### src/rtl/seg_display_ctrl_pkg.sv
// Shared IO constants for the seven-segment display controller:
// the store address, blank/off patterns and the active-low hex glyph table.
package seg_display_ctrl_pkg;

  localparam logic [31:0] SEG_BASE_ADDR = 32'hFFFF_FF00;
  localparam logic [7:0]  SEG_BLANK     = 8'hFF;
  localparam logic [7:0]  AN_ALL_OFF    = 8'hFF;
  localparam int          NUM_DIGITS    = 8;

  // Segment order {dp,g,f,e,d,c,b,a}, active-low; dp is off in every glyph.
  localparam logic [7:0] HEX_SEG [0:15] = '{
    8'hC0, 8'hF9, 8'hA4, 8'hB0, 8'h99, 8'h92, 8'h82, 8'hF8,
    8'h80, 8'h90, 8'h88, 8'h83, 8'hC6, 8'hA1, 8'h86, 8'h8E
  };

endpackage

### src/rtl/seg_hex_decoder.sv
// Combinational hex nibble to active-low seven-segment glyph.
module seg_hex_decoder
  import seg_display_ctrl_pkg::*;
(
  input  logic [3:0] nibble,
  output logic [7:0] seg
);

  assign seg = HEX_SEG[nibble];

endmodule

### src/rtl/seg_display_ctrl.sv
// Eight-digit multiplexed seven-segment controller: holds the last stored word
// and scans its nibbles with dead time and optional leading-zero blanking.
module seg_display_ctrl
  import seg_display_ctrl_pkg::*;
#(
  parameter int SCAN_DIV = 100000,
  parameter int DEAD_CYC = 64,
  parameter int LZ_BLANK = 1
) (
  input  logic        clk,
  input  logic        rst,
  input  logic        seg_ctrl,
  input  logic [31:0] write_data,
  output logic [7:0]  seg_an,
  output logic [7:0]  seg_out,
  output logic [31:0] disp_value
);

  localparam int              PW       = $clog2(SCAN_DIV);
  localparam logic [PW-1:0]   PRE_LAST = PW'(SCAN_DIV - 1);

  logic [31:0]   disp_reg;
  logic [PW-1:0] presc_reg, presc_next;
  logic [2:0]    idx_reg, idx_next;
  logic [7:0]    an_reg, an_next;
  logic [7:0]    out_reg, out_next;

  logic [NUM_DIGITS-1:0] upper_nz;
  logic                  in_dead;
  logic                  blank;
  logic [3:0]            nibble;
  logic [7:0]            dec_seg;

  // upper_nz[i] is set when any nibble from i up to 7 is non-zero.
  generate
    for (genvar gi = 0; gi < NUM_DIGITS; gi++) begin : g_upper_nz
      assign upper_nz[gi] = |disp_reg[31:4*gi];
    end
  endgenerate

  generate
    if (DEAD_CYC == 0) begin : g_no_dead
      assign in_dead = 1'b0;
    end else begin : g_dead
      assign in_dead = (presc_reg < PW'(DEAD_CYC));
    end
  endgenerate

  assign blank  = (LZ_BLANK != 0) && (idx_reg != 3'd0) && !upper_nz[idx_reg];
  assign nibble = disp_reg[{idx_reg, 2'b00} +: 4];

  seg_hex_decoder u_dec (
    .nibble (nibble),
    .seg    (dec_seg)
  );

  always_comb begin
    presc_next = presc_reg + 1'b1;
    idx_next   = idx_reg;
    if (presc_reg == PRE_LAST) begin
      presc_next = '0;
      idx_next   = idx_reg + 3'd1;
    end
  end

  // Decode works from the live display register, so a write shows mid-slot.
  always_comb begin
    an_next  = AN_ALL_OFF;
    out_next = SEG_BLANK;
    if (!in_dead && !blank) begin
      an_next  = ~(8'b1 << idx_reg);
      out_next = dec_seg;
    end
  end

  always_ff @(posedge clk) begin
    if (rst) begin
      disp_reg  <= '0;
      presc_reg <= '0;
      idx_reg   <= '0;
      an_reg    <= AN_ALL_OFF;
      out_reg   <= SEG_BLANK;
    end else begin
      if (seg_ctrl) disp_reg <= write_data;
      presc_reg <= presc_next;
      idx_reg   <= idx_next;
      an_reg    <= an_next;
      out_reg   <= out_next;
    end
  end

  assign seg_an     = an_reg;
  assign seg_out    = out_reg;
  assign disp_value = disp_reg;

endmodule
### config.mk
export PLATFORM = sky130hd
export DESIGN_NAME = seg_display_ctrl
export DESIGN_NICKNAME = d
export VERILOG_FILES = /design/src/rtl/seg_display_ctrl_pkg.sv /design/src/rtl/seg_hex_decoder.sv /design/src/rtl/seg_display_ctrl.sv
export SDC_FILE = /design/constraint.sdc
export NUM_CORES = 1
export LEC_CHECK = 0
export BUFFER_PORTS_ARGS = -buffer_cell sky130_fd_sc_hd__buf_2
export CAP_MARGIN = 20
export CELL_PAD_IN_SITES_DETAIL_PLACEMENT = 0
export CELL_PAD_IN_SITES_GLOBAL_PLACEMENT = 1
export CORE_ASPECT_RATIO = 0.9
export CORE_UTILIZATION = 36
export DETAILED_ROUTE_END_ITERATION = 10
export PLACE_DENSITY = 0.74
export SKIP_CTS_REPAIR_TIMING = 1
export SLEW_MARGIN = 20
export SYNTH_ARGS = -nofsm -noshare
export SYNTH_HDL_FRONTEND = slang
export SYNTH_HIERARCHICAL = 1
export SYNTH_SLANG_ARGS = --single-unit
### constraint.sdc
create_clock -name clk -period 2.1 [get_ports clk]
set_input_delay 0.42 -clock clk [delete_from_list [all_inputs] [get_ports clk]]
set_output_delay 0.42 -clock clk [all_outputs]
set_load 0.01 [all_outputs]
==> results.ini <==
[clocking]
path_clk_slew_ns=0.07
clock_sinks=68
clock_path_buffers=2
insertion_delay_ns=0.33
cts_root_buffer=clkbuf_8
htreeDepth=3
numCtsBuffers=9
cts_tree=yes

[sta]
rsz0062_at_grt=yes
tightest_slew_ns=0.5271
hold_ws_ns=0.3176
timing_hold_violations_final=0
drv_slew=0
fmax_mhz=499.4
finalCritPeriodShare_pct=95.35
fin_skew_ns=0.005025
fin_crit_ns=2.002
slew_headroom_pct=64.86
setup_violations=0

[worst_setup_path]
startpoint_type=flip-flop
reg2regPathDepth=8
cpMaxStageDelayCell=mux4_2
path_buf_inv=0
worst-path-max-fanout=6
cp.arrival_ns=2.21
crit_required_ns=2.30
path_class=flip-flop to flip-flop
critPathCaptureType=flip-flop
path_delay_family=simple AND/OR/NAND/NOR gates
crit_cells=8
crit_path_max_incr_delay_ns=0.53
crit_chain=mux4_2, nand2_2, nand2_4, ha_2, or2_4, a21oi_2, a31oi_1, nand4b_1

[routing]
route.vias.total=2683
drt-pass1-iter-count=4
viasPerCell=4.869
remaining_drc_errors=0
wl_per_cell_um=13.63
first_iter_violations=91
ant_nets=0
finalWirelength_um=7509

[synthesis]
synth_area_per_cell_um2=9.933
ys_types=47
yosysWarnings=6
synth_ff_type=dfxtp_1
yosysMostFrequentCell=dfxtp_1
ys_seq_elements=68
postSynthCellCount=328
synth.cell_area_um2=3258
synth_edf_count=0
synth.area.top_cells=dfxtp_1 (42%), mux2i_1 (10%), mux4_2 (5.5%)
synth.top_cell.area_share_pct=41.78
syn-num-nets=377
ys_async_sr_fraction_pct=0
yosys.area.top_type=dfxtp_1
ys_seq_area_share_pct=41.78
synth_common_cells=dfxtp_1 (68), nor2_1 (48), mux2i_1 (33)

[final_layout]
regArea_um2=1366
multi_input_area_um2=1729
fill_cells=856
largest_reg_flops=32
num_antenna_cells=0
layout.cells.non_filler=551
drive_gt1_share_pct=36.11
area_growth_pct=25.19
nNetsFinal=476

[floorplan]
die_area_um2=9435
core_area_um2=8688
die_y_um=92.25
num_rows=32
die_w_um=102.3
ios=83
start_util_pct=37.50

[placed_design]
numPlacedInstances=535
place.gp.congestion=0.8869
port_buffers=82
place_hpwl_um=5608

[grt]
grt_remaining_overflow=0
grt_pass1_vias=2648
antenna_found_initial=0
grtUsageTotal_pct=17.40
grt_max_degree=33
grt_first_pass_wirelength_um=12790

[outcome]
outcome=completed

[power_and_ir_drop]
power_density_nw_per_um2=656.8
leakage_nw=1.789
vdd_drop_max_mv=0.2697

[hold_path]
hold_depth=3
hold_class=input port to flip-flop

[job]
cap_violations=0

[routing by layer]
metal,vias to the layer above,global-route usage [%],part of all wire [%]
li1,1365,-,-
met1,1238,24.44,50
met2,67,25.06,43
met3,13,3.887,4.6
met4,0,7.976,2.0
met5,-,0,0
[cell type report]
| class | instances | area share (%) |
|---|---|---|
| multi-input combinational | 231 | 42.39 |
| clock buffer | 15 | 4.325 |
| tap | 119 | 3.650 |
| clock inverter | 1 | 0.1227 |
| timing repair buffer | 109 | 15.21 |
| sequential | 68 | 33.50 |
| inverter | 8 | 0.7975 |
[cells by family after synthesis]
kind of cell / synth area share [%]
buf+inv: 6.030
mux: 16.01
compound gates: 6.068
simple gates: 21.39
fa+ha+maj: 5.376
xor+xnor: 3.226
other cells: 0.1151
flops: 41.78
[stage by stage]
stage | setup WS (ns) | TNS, ns | total power [W] | util (%) | area [um2]
CTS | -0.04772 | -0.09019 | 0.002704 | 46.49 | 4039
floorplan | 0.03279 | 0 | 0.001589 | - | 3263
global route | -0.01586 | -0.01586 | 0.002811 | 46.95 | 4079
global placement | 0.02088 | 0 | 0.001714 | 44.40 | 3857
detailed placement | -0.02332 | -0.02332 | 0.001714 | 44.40 | 3857
finish | 0.09755 | 0 | 0.002679 | 46.95 | 4079
[worst reg2reg max path: cells and delay by family, from the launching register on]
family	cells	cell delay, ns
DFF	1	0.41
muxes	1	0.53
adders and majority gates	1	0.18
AOI/OAI and AO/OA	2	0.16
and+or+nand+nor	4	0.60
[placed cells by master, fill, tap and decap left out, types with 7 or more instances in the layout]
cell type	count
a21oi_1	7
buf_2	82
buf_4	26
clkbuf_8	12
dfxtp_1	66
ha_1	13
mux2i_1	33
mux4_2	8
nand2_1	17
nand3_1	12
nand4_1	11
nand4b_1	9
nor2_1	48
nor4_1	8
o21ai_0	9
xor2_1	11
[power by group]
| group | internal [W] | total, W | switching, W |
|---|---|---|---|
| Clock | 0.000526 | 0.000987 | 0.000461 |
| Sequential | 0.00133 | 0.00137 | 0.0000427 |
| Combinational | 0.000164 | 0.000319 | 0.000156 |
| Total | 0.00202 | 0.00268 | 0.000659 |
[final timing paths]
check                           slack [ns]                         end               startpoint
worst max-delay path                   0.1       seg_out[3]$_SDFF_PP1_  idx_reg[0]$_SDFFE_PP0P_
worst min-delay path                  0.32  disp_value[5]$_SDFFE_PP0P_            write_data[5]
worst max register to register         0.1       seg_out[3]$_SDFF_PP1_  idx_reg[0]$_SDFFE_PP0P_
worst min register to register        0.46     presc_reg[0]$_SDFF_PP0_  presc_reg[0]$_SDFF_PP0_
Note: power is estimated with default switching activity, not from simulation.
